==> src/rtl/uart_pkg.sv <==
// ---------------------------------------------------------------------------
// uart_pkg
// Shared definitions for the UART transmit arbiter slice.
//   UART_DATA_W  : width of one byte lane to the uart
//   UART_HDR_TAG : upper nibble of the requester-ID header byte
//   state_t      : arbiter FSM state encoding (ST_IDLE, ST_HDR, ST_XFER)
// ST_HDR is only reachable when UART_TX_ARB_ID_HDR_EN is defined.
// ---------------------------------------------------------------------------
package uart_pkg;

    localparam int         UART_DATA_W  = 8;
    localparam logic [3:0] UART_HDR_TAG = 4'hA;

    typedef enum logic [1:0] {
        ST_IDLE = 2'd0,
        ST_HDR  = 2'd1,
        ST_XFER = 2'd2
    } state_t;

endpackage

==> src/rtl/uart_rr_pick.sv <==
// ---------------------------------------------------------------------------
// uart_rr_pick
// Combinational round-robin selector. Scans req upward starting at ptr,
// wrapping from N-1 back to 0, and returns the first requester found.
// Ports:
//   req   [N]     : request vector
//   ptr   [IDX_W] : index with highest priority this round
//   gnt   [N]     : one-hot selected requester (0 when none)
//   index [IDX_W] : binary index of the selected requester
//   any           : at least one request is present
// ---------------------------------------------------------------------------
module uart_rr_pick #(
    parameter int N     = 4,
    parameter int IDX_W = $clog2(N)
) (
    input  logic [N-1:0]     req,
    input  logic [IDX_W-1:0] ptr,
    output logic [N-1:0]     gnt,
    output logic [IDX_W-1:0] index,
    output logic             any
);

    always_comb begin
        int k;
        gnt   = '0;
        index = '0;
        any   = 1'b0;
        k     = 0;
        for (int i = 0; i < N; i++) begin
            // Candidate position i steps after ptr, folded back into 0..N-1.
            k = int'(ptr) + i;
            if (k >= N) begin
                k = k - N;
            end
            if (!any && req[k]) begin
                any    = 1'b1;
                gnt[k] = 1'b1;
                index  = IDX_W'(k);
            end
        end
    end

endmodule

==> src/rtl/uart_tx_arbiter.sv <==
// ---------------------------------------------------------------------------
// uart_tx_arbiter
// Shares one uart transmit byte stream between N requesters using
// round-robin arbitration with packet lock. A grant is held until the
// owner's last byte, or until MAX_LEN beats when MAX_LEN != 0 (o_trunc
// pulses for that release).
//
// Optional feature: define UART_TX_ARB_ID_HDR_EN to emit a header byte
// {4'hA, grant index} ahead of each granted packet.
//
// Handshake: a byte moves on any edge where valid and ready are both high.
// valid never waits for ready; ready may depend on valid. In ST_XFER the
// owner's lane is passed straight through combinationally.
//
// Ports:
//   i_clk, i_rst : clock, synchronous active-low reset
//   i_data       : N byte lanes, requester k on [8k+7:8k]
//   i_valid      : per-requester byte valid
//   i_last       : per-requester final byte of packet
//   o_ready      : per-requester byte accepted (only the owner's bit)
//   o_data       : byte to uart
//   o_valid      : byte valid to uart
//   i_ready      : uart ready
//   o_grant      : one-hot owner, 0 when idle
//   o_busy       : FSM not in ST_IDLE
//   o_trunc      : one-cycle pulse after a cap-forced release
// ---------------------------------------------------------------------------
module uart_tx_arbiter
    import uart_pkg::*;
#(
    parameter int N        = 4,
    parameter int MAX_LEN  = 0,
    parameter int LEN_BITS = 8
) (
    input  logic                     i_clk,
    input  logic                     i_rst,
    input  logic [N*UART_DATA_W-1:0] i_data,
    input  logic [N-1:0]             i_valid,
    input  logic [N-1:0]             i_last,
    output logic [N-1:0]             o_ready,
    output logic [UART_DATA_W-1:0]   o_data,
    output logic                     o_valid,
    input  logic                     i_ready,
    output logic [N-1:0]             o_grant,
    output logic                     o_busy,
    output logic                     o_trunc
);

    localparam int                IDX_W = $clog2(N);
    localparam logic [LEN_BITS:0] CAP   = (LEN_BITS+1)'(MAX_LEN);

    state_t               state;
    logic [IDX_W-1:0]     ptr;
    logic [IDX_W-1:0]     owner;
    logic [LEN_BITS-1:0]  count;

    logic [N-1:0]         pick_gnt;
    logic [IDX_W-1:0]     pick_idx;
    logic                 pick_any;

    logic [UART_DATA_W-1:0] req_byte [N];
    logic [UART_DATA_W-1:0] sel_byte;
    logic                   sel_valid;
    logic                   sel_last;
    logic                   beat;
    logic [LEN_BITS:0]      count_inc;
    logic                   cap_hit;
    logic [IDX_W-1:0]       next_ptr;

    uart_rr_pick #(
        .N     (N),
        .IDX_W (IDX_W)
    ) u_pick (
        .req   (i_valid),
        .ptr   (ptr),
        .gnt   (pick_gnt),
        .index (pick_idx),
        .any   (pick_any)
    );

    for (genvar k = 0; k < N; k++) begin : g_lane
        assign req_byte[k] = i_data[k*UART_DATA_W +: UART_DATA_W];
    end

    assign sel_byte  = req_byte[owner];
    assign sel_valid = i_valid[owner];
    assign sel_last  = i_last[owner];
    assign beat      = (state == ST_XFER) && sel_valid && i_ready;

    // Cap is checked against the count including the current beat.
    assign count_inc = {1'b0, count} + (LEN_BITS+1)'(1);
    assign cap_hit   = (MAX_LEN != 0) && (count_inc == CAP);
    assign next_ptr  = (owner == IDX_W'(N-1)) ? '0 : owner + 1'b1;

    assign o_busy = (state != ST_IDLE);

    always_comb begin
        o_data  = '0;
        o_valid = 1'b0;
        o_ready = '0;
        case (state)
            ST_XFER: begin
                o_data  = sel_byte;
                o_valid = sel_valid;
                o_ready = o_grant & {N{i_ready}};
            end
`ifdef UART_TX_ARB_ID_HDR_EN
            ST_HDR: begin
                o_data  = {UART_HDR_TAG, 4'(owner)};
                o_valid = 1'b1;
            end
`endif
            default: begin
            end
        endcase
    end

    always_ff @(posedge i_clk) begin
        if (!i_rst) begin
            state   <= ST_IDLE;
            ptr     <= '0;
            owner   <= '0;
            count   <= '0;
            o_grant <= '0;
            o_trunc <= 1'b0;
        end else begin
            o_trunc <= 1'b0;
            case (state)
                ST_IDLE: begin
                    if (pick_any) begin
                        owner   <= pick_idx;
                        o_grant <= pick_gnt;
                        count   <= '0;
`ifdef UART_TX_ARB_ID_HDR_EN
                        state   <= ST_HDR;
`else
                        state   <= ST_XFER;
`endif
                    end
                end
`ifdef UART_TX_ARB_ID_HDR_EN
                ST_HDR: begin
                    if (i_ready) begin
                        state <= ST_XFER;
                    end
                end
`endif
                ST_XFER: begin
                    if (beat) begin
                        if (sel_last || cap_hit) begin
                            state   <= ST_IDLE;
                            ptr     <= next_ptr;
                            count   <= '0;
                            o_grant <= '0;
                            // A last byte that also hits the cap is a normal end.
                            o_trunc <= cap_hit && !sel_last;
                        end else if (count != '1) begin
                            count <= count + 1'b1;
                        end
                    end
                end
                default: begin
                    state <= ST_IDLE;
                end
            endcase
        end
    end

endmodule

==> config.mk <==
export PLATFORM = sky130hd
export DESIGN_NAME = uart_tx_arbiter
export DESIGN_NICKNAME = d
export VERILOG_FILES = /design/src/rtl/uart_pkg.sv /design/src/rtl/uart_rr_pick.sv /design/src/rtl/uart_tx_arbiter.sv
export SDC_FILE = /design/constraint.sdc
export NUM_CORES = 1
export LEC_CHECK = 0
export CAP_MARGIN = 20
export CORE_MARGIN = 1
export CORE_UTILIZATION = 40
export DETAILED_ROUTE_END_ITERATION = 10
export PLACE_DENSITY_LB_ADDON = 0.3
export SLEW_MARGIN = 20
export SYNTH_ARGS = -nofsm -noshare
export SYNTH_HDL_FRONTEND = slang
export SYNTH_SLANG_ARGS = --single-unit
==> constraint.sdc <==
create_clock -name i_clk -period 2.64 [get_ports i_clk]
set_input_delay 0.66 -clock i_clk [delete_from_list [all_inputs] [get_ports i_clk]]
set_output_delay 0.66 -clock i_clk [all_outputs]
set_load 0.005 [all_outputs]
==> results.py <==
metrics = {
    "run_status": {
        "status": "completed",
    },
    "clocking": {
        "cts_hold_buffers": 0,
        "clkLatencyLatePin_ps": 260,
        "cts_tree": "built",
        "clkTransAtPathRegs_ps": 60,
        "cts_inserted_buffers": 3,
        "post_cts.repair.setup_buffers": 0,
        "cts_htree_levels": 1,
        "clock_sinks": 9,
        "ctsRootBufferMaster": "clkbuf_4",
        "clk_path_buf_depth": 2,
        "cts_resized": 14,
    },
    "setup_path": {
        "reg2reg_to": "o_grant[3]",
        "rrSetupSlack_ps": 220,
        "crit_required_ps": 1980,
        "crit_type": "input port to output pin",
        "endpoint": "o_data[2]",
        "startpoint": "i_data[26]",
        "start_kind": "input port",
        "worstPathArrival_ps": 1950,
        "reg2reg_depth": 7,
        "cp_max_fo": 1,
        "reg2reg_from": "ptr[0]",
        "critPathCaptureType": "output pin",
    },
    "floorplanning": {
        "die_h_microns": 59.64,
        "die_area_sq_mm": 0.003556,
        "num_rows": 20,
        "die_w_microns": 59.64,
        "ios": 62,
        "initial_core_util_pct": 42.82,
        "core_sq_mm": 0.003103,
    },
    "timing": {
        "min_period_ps": 2609,
        "setup_tns_ps": 0,
        "slew_headroom_pct": 62.69,
        "timing.final.crit_share_pct": 98.84,
        "skew_ps": 6.588,
        "rsz0062_at_grt": "no",
        "hold_violations": 0,
        "layout_setup_ws_ps": 30.64,
        "setup_viol": 0,
        "tightest_slew_ps": 558.9,
        "slew_violations": 0,
        "fmax_mhz": 383.2,
    },
    "grt": {
        "grt_max_degree": 22,
        "antenna_found_initial": 0,
        "grt-ovfl-total": 0,
        "grt_pass1_wl_microns": 6451,
        "grt_pass1_vias": 1340,
        "grt_use_total_pct": 23.53,
    },
    "synth": {
        "syn_area_sq_mm": 0.001329,
        "yosysSeqAreaShare_pct": 13.56,
        "syn_nets": 215,
        "synth_edf_count": 0,
        "async_flop_share_pct": 0,
        "postSynthCellCount": 167,
        "synth_flop_cell": "dfxtp_1",
        "avgSynthCellArea_sq_um": 7.957,
        "yosysWarnings": 0,
        "yosysUniqueCellTypes": 48,
        "ys_ff_latch": 9,
    },
    "placement": {
        "gp_congestion": 0.8781,
        "pre_cts_ws_ps": -293.6,
        "hpwl_microns": 3121,
        "place_area_sq_mm": 0.001994,
        "port_buffers": 60,
    },
    "cells_and_area": {
        "drive_above_1_share_pct": 15.63,
        "syn2layout_area_growth_pct": 51.22,
        "utilization_pct": 64.76,
        "num-nets-final": 273,
        "n_fill_cell": 287,
        "design_area_sq_mm": 0.002009,
        "antenna_cells": 0,
    },
    "pwr": {
        "p_leak_nw": 0.7625,
        "p_total_w": 0.0005755,
        "p_per_area_mw_per_mm2": 286.4,
        "vdd_drop_max_mv": 0.1306,
    },
    "route": {
        "wl_microns": 4159,
        "antenna_left": 0,
        "via_per_inst": 5.754,
        "firstDrtPassIters": 4,
        "wl_per_cell_microns": 15.52,
        "vias": 1542,
        "drt_iter0_drc": 68,
        "drcViolationCount": 0,
    },
    "run": {
        "cap_violations": 0,
    },
    "hold_path": {
        "hp-start": "o_grant[2]",
        "hold_path_class": "register to register",
    },
}
-- cell families (layout without fill, tap and decap cells) --
kind of cell             after synthesis  in the layout  synth area share (%)
AND/OR/NAND/NOR                       66             66                 27.59
AO/OA/AOI/OAI                         45             45                 21.94
buffers and inverters                 24             81                 8.380
multiplexers                          17             17                 23.54
flip-flops                             9              9                 13.56
adder cells (fa/ha/maj)                5              5                 4.708
other                                  1              1                0.2822
-- routing by layer --
metal / global-route usage (%) / share of wire, %
met5: 0 / 0
met1: 29.95 / 39
met3: 5.240 / 13
met2: 40.77 / 48
met4: 4.651 / 0
-- per-stage QoR --
step	cells	hold WS, ps
CTS	268	558.3
floorplan	167	524.0
global route	268	583.8
detailed placement	264	537.9
global placement	264	540.2
finish	268	558.8
-- worst max-delay path: stages --
cell and delay [ps]:
clkdlybuf4s50_1 400, mux4_2 460, and2_1 170, dlygate4sd2_1 260
-- cells in the final DEF, fill, tap and decap left out, types with 6 or more instances in the layout --
| cell type | netlist | final |
|---|---|---|
| o21ai_0 | 12 | 12 |
| and2_1 | 9 | 9 |
| mux4_2 | 10 | 11 |
| a21oi_1 | 14 | 13 |
| nor2_1 | 7 | 7 |
| buf_4 | 1 | 11 |
| nand3_1 | 6 | 6 |
| nand2_1 | 17 | 17 |
| clkdlybuf4s50_1 | 0 | 47 |
| dfxtp_1 | 9 | 9 |
| dlygate4sd2_1 | 0 | 13 |
-- report_power, final --
group | switching, W | leakage [nW] | total [W] | internal (W)
combinational | 0.000120 | 0.671 | 0.000305 | 0.000185
clock | 0.0000476 | 0.0177 | 0.000103 | 0.0000558
sequential | 0.0000203 | 0.0742 | 0.000168 | 0.000147
-- Yosys cell counts, types with 2 or more instances --
| cell type | number | share of area, % |
|---|---|---|
| ha_1 | 5 | 4.7 |
| nand4_1 | 2 | 0.94 |
| nand3b_1 | 3 | 1.7 |
| and2_1 | 9 | 4.2 |
| nand3_1 | 6 | 2.3 |
| buf_2 | 8 | 3.0 |
| a311oi_1 | 4 | 2.6 |
| mux4_2 | 10 | 17 |
| and3_1 | 4 | 1.9 |
| dfxtp_1 | 9 | 14 |
| o21ai_0 | 12 | 4.5 |
| clkbuf_1 | 9 | 2.5 |
| nor2b_1 | 2 | 0.94 |
| nor3b_1 | 3 | 1.7 |
| nand2_1 | 17 | 4.8 |
| nor2_1 | 7 | 2.0 |
| or3_1 | 2 | 0.94 |
| a31oi_1 | 2 | 0.94 |
| nor3_1 | 4 | 1.5 |
| inv_1 | 4 | 1.1 |
| a21oi_1 | 14 | 5.3 |
| mux2i_1 | 5 | 3.8 |
-- flip-flops by register name (all words and copies together), names as in the netlist --
register,cells
o_grant,4
owner,2
ptr,2
state,1
-- how the worst min path moves through the flow --
stage | slack (ps) | depth (start not counted) | to
3_3_place_gp | 540 | 2 | o_grant[3]
5_1_grt | 580 | 2 | o_grant[2]
2_1_floorplan | 520 | 2 | o_grant[0]
4_1_cts | 560 | 2 | o_grant[2]
6_report | 560 | 2 | o_grant[2]
3_5_place_dp | 540 | 2 | o_grant[0]
-- final cells by class --
type | count | area (sq um) | area share (%)
Inverter | 5 | 18.77 | 0.9340
Multi-Input combinational cell | 134 | 1041 | 51.81
Sequential cell | 9 | 180.2 | 8.966
Timing Repair Buffer | 72 | 686.9 | 34.18
Tap cell | 44 | 55.05 | 2.740
Clock inverter | 1 | 5.005 | 0.2491
Clock buffer | 3 | 22.52 | 1.121
Power figures use the tool's default switching activity.
